$ cat config.mk
export PLATFORM = sky130hd
export DESIGN_NAME = snes_pad_reader
export DESIGN_NICKNAME = d
export VERILOG_FILES = /design/src/rtl/snes_pad_reader.sv
export SDC_FILE = /design/constraint.sdc
export NUM_CORES = 1
export LEC_CHECK = 0
export BUFFER_PORTS_ARGS = -buffer_cell sky130_fd_sc_hd__buf_2
export CORE_MARGIN = 4
export CORE_UTILIZATION = 35
export DETAILED_ROUTE_END_ITERATION = 12
export PLACE_DENSITY = 0.58
export SYNTH_ARGS = -nofsm -noshare
export SYNTH_HDL_FRONTEND = slang
export SYNTH_SLANG_ARGS = --single-unit
$ cat constraint.sdc
create_clock -name clock -period 2.5 [get_ports clock]
set_input_delay 0.75 -clock clock [delete_from_list [all_inputs] [get_ports clock]]
set_output_delay 0.75 -clock clock [all_outputs]
set_load 0.1 [all_outputs]
$ cat src/rtl/snes_pad_reader.sv
// -----------------------------------------------------------------------------
// snes_pad_reader
//
// Polls an SNES controller: raises the latch, clocks out 16 serial button
// bits, and presents a registered active-high button vector. All timing
// comes from counters on the core clock; no divided clocks are generated.
// One frame lasts 33*CLK_DIV+1 cycles and a frame starts every POLL_DIV
// cycles while enable is high.
//
// Optional feature (macro SNES_PAD_DEBOUNCE_EN):
//   button_state only changes, and state_valid only pulses, when two
//   consecutive raw frames agree.
//
// Ports:
//   clock            in   core clock (33.33 MHz)
//   reset_n          in   asynchronous active-low reset
//   enable           in   polling enable; low holds the poll counter at 0
//   controller_data  in   serial pad data, active-low (0 = pressed)
//   controller_clock out  pad shift clock, idles high
//   controller_latch out  pad latch pulse, active-high
//   button_state     out  [15:0] bit n = button n pressed, registered
//   state_valid      out  one-cycle pulse when button_state is updated
//   busy             out  high while a frame is in progress
// -----------------------------------------------------------------------------
module snes_pad_reader #(
   parameter int unsigned CLK_DIV  = 200,
   parameter int unsigned POLL_DIV = 555555
) (
   input  logic        clock,
   input  logic        reset_n,
   input  logic        enable,
   input  logic        controller_data,
   output logic        controller_clock,
   output logic        controller_latch,
   output logic [15:0] button_state,
   output logic        state_valid,
   output logic        busy
);

   localparam logic [19:0] POLL_LAST  = 20'(POLL_DIV - 1);
   localparam logic [16:0] DIV_LAST   = 17'(CLK_DIV - 1);
   localparam logic [16:0] LATCH_LAST = 17'(2 * CLK_DIV - 1);

   typedef enum logic [2:0] {
      S_IDLE,
      S_LATCH,
      S_GAP,
      S_LOW,
      S_HIGH,
      S_DONE
   } state_t;

   state_t      state_q;
   logic [19:0] poll_q, poll_d;
   logic [16:0] phase_q;
   logic [3:0]  bit_q;
   logic [15:0] shift_q;
   logic [1:0]  sync_q;
   logic        data_s;
   logic        latch_q;
   logic        clk_q;
   logic [15:0] button_q;
   logic        valid_q;
   logic        busy_q;
`ifdef SNES_PAD_DEBOUNCE_EN
   logic [15:0] prev_raw_q;
`endif

   // Two-flop synchronizer; preset to 1 so an absent pad reads as released.
   // NOTE: sequential state is always updated with non-blocking assignments
   // so every flop samples the pre-edge value of its neighbours.
   always_ff @(posedge clock or negedge reset_n) begin
      if (!reset_n) begin
         sync_q <= 2'b11;
      end else begin
         sync_q <= {sync_q[0], controller_data};
      end
   end

   assign data_s = sync_q[1];

   // Free-running frame-rate counter; wraps at POLL_DIV-1.
   // NOTE: the default assignment first keeps this block latch-free.
   always_comb begin
      poll_d = poll_q + 20'd1;
      if (!enable || poll_q == POLL_LAST) begin
         poll_d = '0;
      end
   end

   always_ff @(posedge clock or negedge reset_n) begin
      if (!reset_n) begin
         poll_q <= '0;
      end else begin
         poll_q <= poll_d;
      end
   end

   // Frame sequencer. Every pad-facing output is a flop set on the edge that
   // enters the state, so outputs line up exactly with state residency.
   always_ff @(posedge clock or negedge reset_n) begin
      if (!reset_n) begin
         state_q    <= S_IDLE;
         phase_q    <= '0;
         bit_q      <= '0;
         shift_q    <= 16'hFFFF;
         latch_q    <= 1'b0;
         clk_q      <= 1'b1;
         button_q   <= 16'h0000;
         valid_q    <= 1'b0;
         busy_q     <= 1'b0;
`ifdef SNES_PAD_DEBOUNCE_EN
         prev_raw_q <= 16'h0000;
`endif
      end else begin
         valid_q <= 1'b0;
         case (state_q)
            S_IDLE: begin
               // A wrap seen outside IDLE is simply lost, never queued.
               if (enable && poll_q == POLL_LAST) begin
                  state_q <= S_LATCH;
                  latch_q <= 1'b1;
                  busy_q  <= 1'b1;
                  phase_q <= '0;
               end
            end
            S_LATCH: begin
               if (phase_q == LATCH_LAST) begin
                  state_q <= S_GAP;
                  latch_q <= 1'b0;
                  phase_q <= '0;
               end else begin
                  phase_q <= phase_q + 17'd1;
               end
            end
            S_GAP: begin
               if (phase_q == DIV_LAST) begin
                  // Bit 0 is already on the line once the latch falls.
                  shift_q <= {data_s, shift_q[15:1]};
                  state_q <= S_LOW;
                  clk_q   <= 1'b0;
                  bit_q   <= 4'd1;
                  phase_q <= '0;
               end else begin
                  phase_q <= phase_q + 17'd1;
               end
            end
            S_LOW: begin
               if (phase_q == DIV_LAST) begin
                  state_q <= S_HIGH;
                  clk_q   <= 1'b1;
                  phase_q <= '0;
               end else begin
                  phase_q <= phase_q + 17'd1;
               end
            end
            S_HIGH: begin
               if (phase_q == DIV_LAST) begin
                  // Sample late in the high phase so the synchronizer has
                  // settled on the bit the pad shifted out on the rising edge.
                  shift_q <= {data_s, shift_q[15:1]};
                  phase_q <= '0;
                  if (bit_q == 4'd15) begin
                     state_q <= S_DONE;
                  end else begin
                     state_q <= S_LOW;
                     clk_q   <= 1'b0;
                     bit_q   <= bit_q + 4'd1;
                  end
               end else begin
                  phase_q <= phase_q + 17'd1;
               end
            end
            S_DONE: begin
               state_q <= S_IDLE;
               busy_q  <= 1'b0;
`ifdef SNES_PAD_DEBOUNCE_EN
               if (~shift_q == prev_raw_q) begin
                  button_q <= ~shift_q;
                  valid_q  <= 1'b1;
               end
               prev_raw_q <= ~shift_q;
`else
               button_q <= ~shift_q;
               valid_q  <= 1'b1;
`endif
            end
            default: begin
               state_q <= S_IDLE;
               latch_q <= 1'b0;
               clk_q   <= 1'b1;
               busy_q  <= 1'b0;
            end
         endcase
      end
   end

   assign controller_clock = clk_q;
   assign controller_latch = latch_q;
   assign button_state     = button_q;
   assign state_valid      = valid_q;
   assign busy             = busy_q;

endmodule

==> flow_summary.ini, run 1 <==
[clock_network]
clkLatencyLatePin_ps = 360
clock_path_buffers = 2
path_clk_slew_ps = 90
tritoncts = yes
clock-sinks = 82
cts_root_buf = clkbuf_8
htreeDepth = 3
hold_buffers = 0
cts_made_buffers = 9
post-cts-setup-buffers = 0

[setup_path]
worstReg2RegEnd = phase_q[0]
crit_required_ps = 2750
worstPathMaxFanout = 5
ff2ff_setup_slack_ps = 70
regToRegStartpoint = phase_q[11]
cpMostUsedCell = or4_4
cp_data_arrival_time_ps = 2680
crit_chain = or4_4, or4_4, o311a_4, or2_1, mux2_2
max_stage_delay_ps = 540
cpMaxStageDelayCell = or4_4
endpoint_kind = flip-flop
ff2ff_path_depth = 5
path_class = flip-flop to flip-flop
worstSetupStartpointType = flip-flop

[routing]
drtIter0Drc = 153
viasPerCell = 5.10
drc = 0
wirelength_um = 7580
first_pass_iters = 4
vias = 2831
wl_per_cell_um = 13.7
ant_nets = 0

[floorplan]
coreArea_um2 = 10800
die_w_um = 113
rows = 38
fp.dieArea_um2 = 12800
fp.dieH_um = 113
start_util_pct = 35.7
ios = 24

[timing]
final.setup.tns_ps = 0
fmax_mhz = 411
slew_headroom_pct = 66.6
period_share_pct = 97.3
rsz0062_at_grt = no
setup_viol = 0
skew_ps = 13.1
finalCriticalPeriod_ps = 2430
slew_violations = 0
finalHoldViolCount = 0
worst_pin_slew_ps = 504

[cells_and_area]
fillers = 1024
fin_util_pct = 41.6
diodes = 0
multi_input_area_um2 = 1720
num-nets-final = 418
regArea_um2 = 2080
syn_to_final_growth_pct = 16.8
drive_gt1_share_pct = 27.2
fin_area_um2 = 4510

[synthesis]
synth.mux.area_fraction_pct = 5.24
synthTopCellsByArea = dfrtp_1, dfstp_2, mux2_2, o21ai_0, nand2_1
synth-async-reset-ratio_pct = 100
yosysMostFrequentCell = dfrtp_1
synthCells = 371
yosys_most_used_dff = dfrtp_1
synth-edff-count = 0
yosysTopAreaCellShare_pct = 40.8
synth_compound_area_share_pct = 12.3
yosys.area_share.simple_pct = 20.9
synth_seq_cells = 82
ys_warn_count = 0
yosys-top-cells-count = dfrtp_1, nand2_1, o21ai_0
syn_area_um2 = 3860
ys_types = 50
ys_seq_area_share_pct = 53.7
avgSynthCellArea_um2 = 10.4
synth_adder_area_share_pct = 1.29
synth_top_family_by_area = simple AND/OR/NAND/NOR gates
synthXorXnorAreaFrac_pct = 4.08
postSynthNetCount = 379
netlist.top_cell.by_area = dfrtp_1

[power_and_ir_drop]
p_per_area_nw_per_um2 = 543
p_leak_nw = 1.92
vdd_drop_max_uv = 291
p_total_mw = 2.45

[global_route]
grt_pass1_vias = 2730
grt_pass1_wl_um = 13100
grt_start_max_net_pins = 36
grtUsageTotal_pct = 12.6
grt.overflow.total = 0
antenna_found_initial = 0

[hold_path]
min_path_type = input pin to async pin

[place]
place_area_um2 = 4280
dp_hpwl_um = 5340
io_buffer_count = 23
gp_congestion = 0.787

[run_status]
outcome = finished clean

[run]
drv_cap = 0
-- final cells by class --
class                           instances  area share [%]
Multi-Input combinational cell        267            38.1
Tap cell                              140            3.88
Timing Repair Buffer                   45            6.82
Sequential cell                        82            46.0
Clock buffer                           10            2.83
Inverter                                5           0.416
Clock inverter                          6            2.00
-- worst max path at each step --
stage | startpoint | to | slack (ps)
floorplan | phase_q[4] | phase_q[0] | 7
global placement | phase_q[11] | phase_q[0] | 6
detailed placement | phase_q[11] | phase_q[0] | -20
CTS | phase_q[4] | phase_q[0] | 50
global route | phase_q[11] | phase_q[0] | 7
finish | phase_q[11] | phase_q[0] | 70
-- sequential cells by signal, indices dropped and copies added, names as in the netlist --
name,count
shift_q,16
sync_q,2
bit_q,4
controller_latch,1
poll_q,20
controller_clock,1
state_valid,1
phase_q,17
button_state,16
state_q,3
busy,1
-- cell families after synthesis --
family,after synthesis
flip-flops,82
AND/OR/NAND/NOR,152
AO/OA/AOI/OAI,75
XOR/XNOR,18
buffers and inverters,22
multiplexers,18
adder cells (fa/ha/maj),4
-- critical path, delay by kind of cell (launching register included) --
kind | cells | cell delay, ps
simple gates | 3 | 1330
mux | 1 | 260
flops | 1 | 390
compound gates | 1 | 350
-- placed cells by master, fill, tap and decap left out, drive strengths merged, types with 5 or more instances in the layout --
| cell type | n |
|---|---|
| nor2 | 29 |
| o31ai | 7 |
| or3 | 8 |
| xor2 | 12 |
| buf | 45 |
| nand4 | 9 |
| xnor2 | 6 |
| dfrtp | 63 |
| or4 | 10 |
| nand2 | 42 |
| o21ai | 32 |
| inv | 6 |
| and3 | 7 |
| a21oi | 22 |
| nand3 | 17 |
| clkbuf | 10 |
| mux2 | 18 |
| and4 | 5 |
| dfstp | 19 |
-- repair_timing --
item | in CTS | in global routing
pin swaps | 2 | 1
gates resized for setup | 0 | 4
endpoints found under the hold margin | 0 | 0
endpoints found under the setup margin | 1 | 8
-- stage by stage --
stage	hold slack, ps	instances	setup WS [ps]
global route	357	555	6.89
detailed placement	347	539	-19.0
floorplan	345	371	7.46
global placement	346	539	5.73
finish	329	555	68.4
CTS	335	555	47.8
-- metal layers --
| layer | share of wire [%] | vias to the layer above | wire length, µm | GRT usage, % |
|---|---|---|---|---|
| met5 | 0 | - | 0 | 0 |
| met3 | 3.7 | 15 | 277 | 2.57 |
| met1 | 49 | 1364 | 3700 | 16.6 |
| li1 | - | 1410 | - | - |
| met2 | 45 | 42 | 3420 | 19.3 |
| met4 | 2.4 | 0 | 179 | 6.89 |
-- where the power goes --
part	switching [mW]	total [mW]	internal (mW)	leakage, nW
sequential	0.00465	1.34	1.33	1.03
combinational	0.0366	0.0474	0.0108	0.775
clock	0.499	1.07	0.566	0.107
total	0.540	2.45	1.91	1.92
Power figures use the tool's default switching activity.
==> run 2: changes to the inputs <==
--- a/config.mk
+++ b/config.mk
@@ -5,11 +5,12 @@
 export SDC_FILE = /design/constraint.sdc
 export NUM_CORES = 1
 export LEC_CHECK = 0
+export ABC_AREA = 1
 export BUFFER_PORTS_ARGS = -buffer_cell sky130_fd_sc_hd__buf_2
 export CORE_MARGIN = 4
 export CORE_UTILIZATION = 35
 export DETAILED_ROUTE_END_ITERATION = 12
-export PLACE_DENSITY = 0.58
+export PLACE_DENSITY = 0.57
 export SYNTH_ARGS = -nofsm -noshare
 export SYNTH_HDL_FRONTEND = slang
 export SYNTH_SLANG_ARGS = --single-unit
==> run 2 against run 1 <==
Against the previous run: count of clock-buffer cells in the layout shrank 1; die area up 11%; worst hold slack better by 29 ps; non-clock buffer count down 15; routed wire length increased by 24%; worst setup slack gained 350 ps; fmax rose by 17%; core utilization decreased by 1.1 points; critical path type unchanged; largest cell class unchanged; largest power group unchanged.
==> flow_summary.ini, run 2 <==
[clock_network]
cts_resized = 0
path_clk_slew_ps = 70
cts_made_buffers = 9
post-cts-setup-buffers = 0
clock_path_buffers = 2
clock-sinks = 82
hold_buffers = 0
clkLatencyLatePin_ps = 340
tritoncts = yes
htreeDepth = 3
cts_root_buf = clkbuf_16

[routing]
vias = 3587
ant_nets = 0
wl_per_cell_um = 13.0
drc = 0
drtIter0Drc = 214
viasPerCell = 4.98
wirelength_um = 9400
first_pass_iters = 6

[timing]
fmax_mhz = 480
rsz0062_at_grt = no
final.setup.tns_ps = 0
skew_ps = 5.06
finalHoldViolCount = 0
worst_pin_slew_ps = 755
finalCriticalPeriod_ps = 2080
slew_violations = 0
period_share_pct = 83.4
setup_viol = 0
slew_headroom_pct = 49.6
postLayoutSetupSlackWorst_ps = 415

[place]
gp_congestion = 0.861
place_area_um2 = 4580
dp_hpwl_um = 6820
place_inst = 705
dp_slack_ps = 429
io_buffer_count = 23

[synthesis]
synth-edff-count = 0
netlist.top_cell.by_area = dfrtp_1
yosys_most_used_dff = dfrtp_1
ys_types = 35
synth_seq_cells = 82
yosysMostFrequentCell = nand2_1
ys_warn_count = 0
synthCells = 541
yosysTopAreaCellShare_pct = 36.6
avgSynthCellArea_um2 = 7.96
postSynthNetCount = 549
synth-async-reset-ratio_pct = 100
synthTopCellsByArea = dfrtp_1, dfstp_2, nand2_1, nor2_1, nand3_1
yosys-top-cells-count = nand2_1, nor2_1, dfrtp_1
ys_seq_area_share_pct = 48.2
syn_area_um2 = 4300

[run]
drv_cap = 0

[cells_and_area]
drive_gt1_share_pct = 17.1
diodes = 0
instances_no_fill = 721
syn_to_final_growth_pct = 13.2
num-nets-final = 577
layout_common_cells = nand2_1, nor2_1, dfrtp_1, inv_1, nand3_1
final_common_cell = nand2_1
largest_register_ffs = 20
reg.largest.list = poll_q x20, phase_q x17
largest_register = poll_q
fin_area_um2 = 4870

[power_and_ir_drop]
p_leak_nw = 2.37
p_total_mw = 2.70
p_per_area_nw_per_um2 = 554
vdd_drop_max_uv = 304

[hold_path]
min_path_type = input pin to async pin

[global_route]
grt_start_max_net_pins = 37
grtUsageTotal_pct = 13.7
grt_pass1_vias = 3428
grt_pass1_wl_um = 15900
grt.overflow.total = 0
antenna_found_initial = 1

[setup_path]
endpoint_kind = flip-flop
crit_required_ps = 2730
ff2ff_path_depth = 12
cp_data_arrival_time_ps = 2320
ff2ff_setup_slack_ps = 420
path_class = flip-flop to flip-flop
worstPathMaxFanout = 6
worstSetupStartpointType = flip-flop
worstReg2RegEnd = state_q[0]
regToRegStartpoint = phase_q[0]

[floorplan]
start_util_pct = 35.8
coreArea_um2 = 12000
die_w_um = 119
ios = 24
rows = 40
fp.dieH_um = 119
fp.dieArea_um2 = 14100

[run_status]
outcome = finished clean
-- run 2: critical path, cell delays in order (launching register included) --
cell,delay [ps]
dfrtp_1,460
ha_1,250
nand2_1,90
nor2_1,270
inv_1,100
nor2_1,120
nand2_1,60
nand2_1,80
nand2_1,200
inv_1,180
nand2_1,70
nand2_1,60
nand2_1,50
-- run 2: per-stage QoR --
| stage | hold WS (ps) | utilization (%) |
|---|---|---|
| 2_1_floorplan | 345 | - |
| 3_3_place_gp | 346 | 38.1 |
| 3_5_place_dp | 349 | 38.1 |
| 4_1_cts | 359 | 40.6 |
| 5_1_grt | 360 | 40.6 |
| 6_report | 358 | 40.6 |
-- run 2: worst max path at each step --
stage | from | endpoint | slack, ps | depth (start not counted)
2_1_floorplan | button_state[0] | button_state[0] | 850 | 0
3_3_place_gp | poll_q[0] | phase_q[14] | 500 | 9
3_5_place_dp | poll_q[0] | phase_q[9] | 430 | 9
4_1_cts | poll_q[0] | phase_q[9] | 410 | 9
5_1_grt | poll_q[0] | phase_q[0] | 130 | 9
6_report | phase_q[0] | state_q[0] | 420 | 12
-- run 2: cell families after synthesis --
| logic type | count (synthesis) | share of synthesized area, % |
|---|---|---|
| fa+ha+maj | 4 | 1.16 |
| compound gates | 64 | 9.56 |
| xor+xnor | 17 | 3.46 |
| flops | 82 | 48.2 |
| simple gates | 301 | 30.2 |
| buf+inv | 73 | 7.35 |
-- run 2: final cells by class --
| type | count | area [µm²] |
|---|---|---|
| fill | 1210 | 7140 |
| sequential | 82 | 2080 |
| multi-input combinational | 386 | 1910 |
| clock buffer | 9 | 225 |
| inverter | 60 | 225 |
| tap | 147 | 184 |
| timing repair buffer | 30 | 183 |
| clock inverter | 7 | 68.8 |
-- run 2: layer usage --
layer	wire length (µm)	track usage (%)	vias to the layer above
met2	4570	22.9	78
met1	4220	17.3	1692
met5	13	0	-
met4	197	4.63	2
li1	-	-	1796
met3	399	3.66	19
-- run 2: power breakdown --
part	switching, mW	leakage (nW)	internal [mW]
Sequential	0.00380	0.986	1.33
Combinational	0.0390	1.25	0.0108
Clock	0.606	0.140	0.705
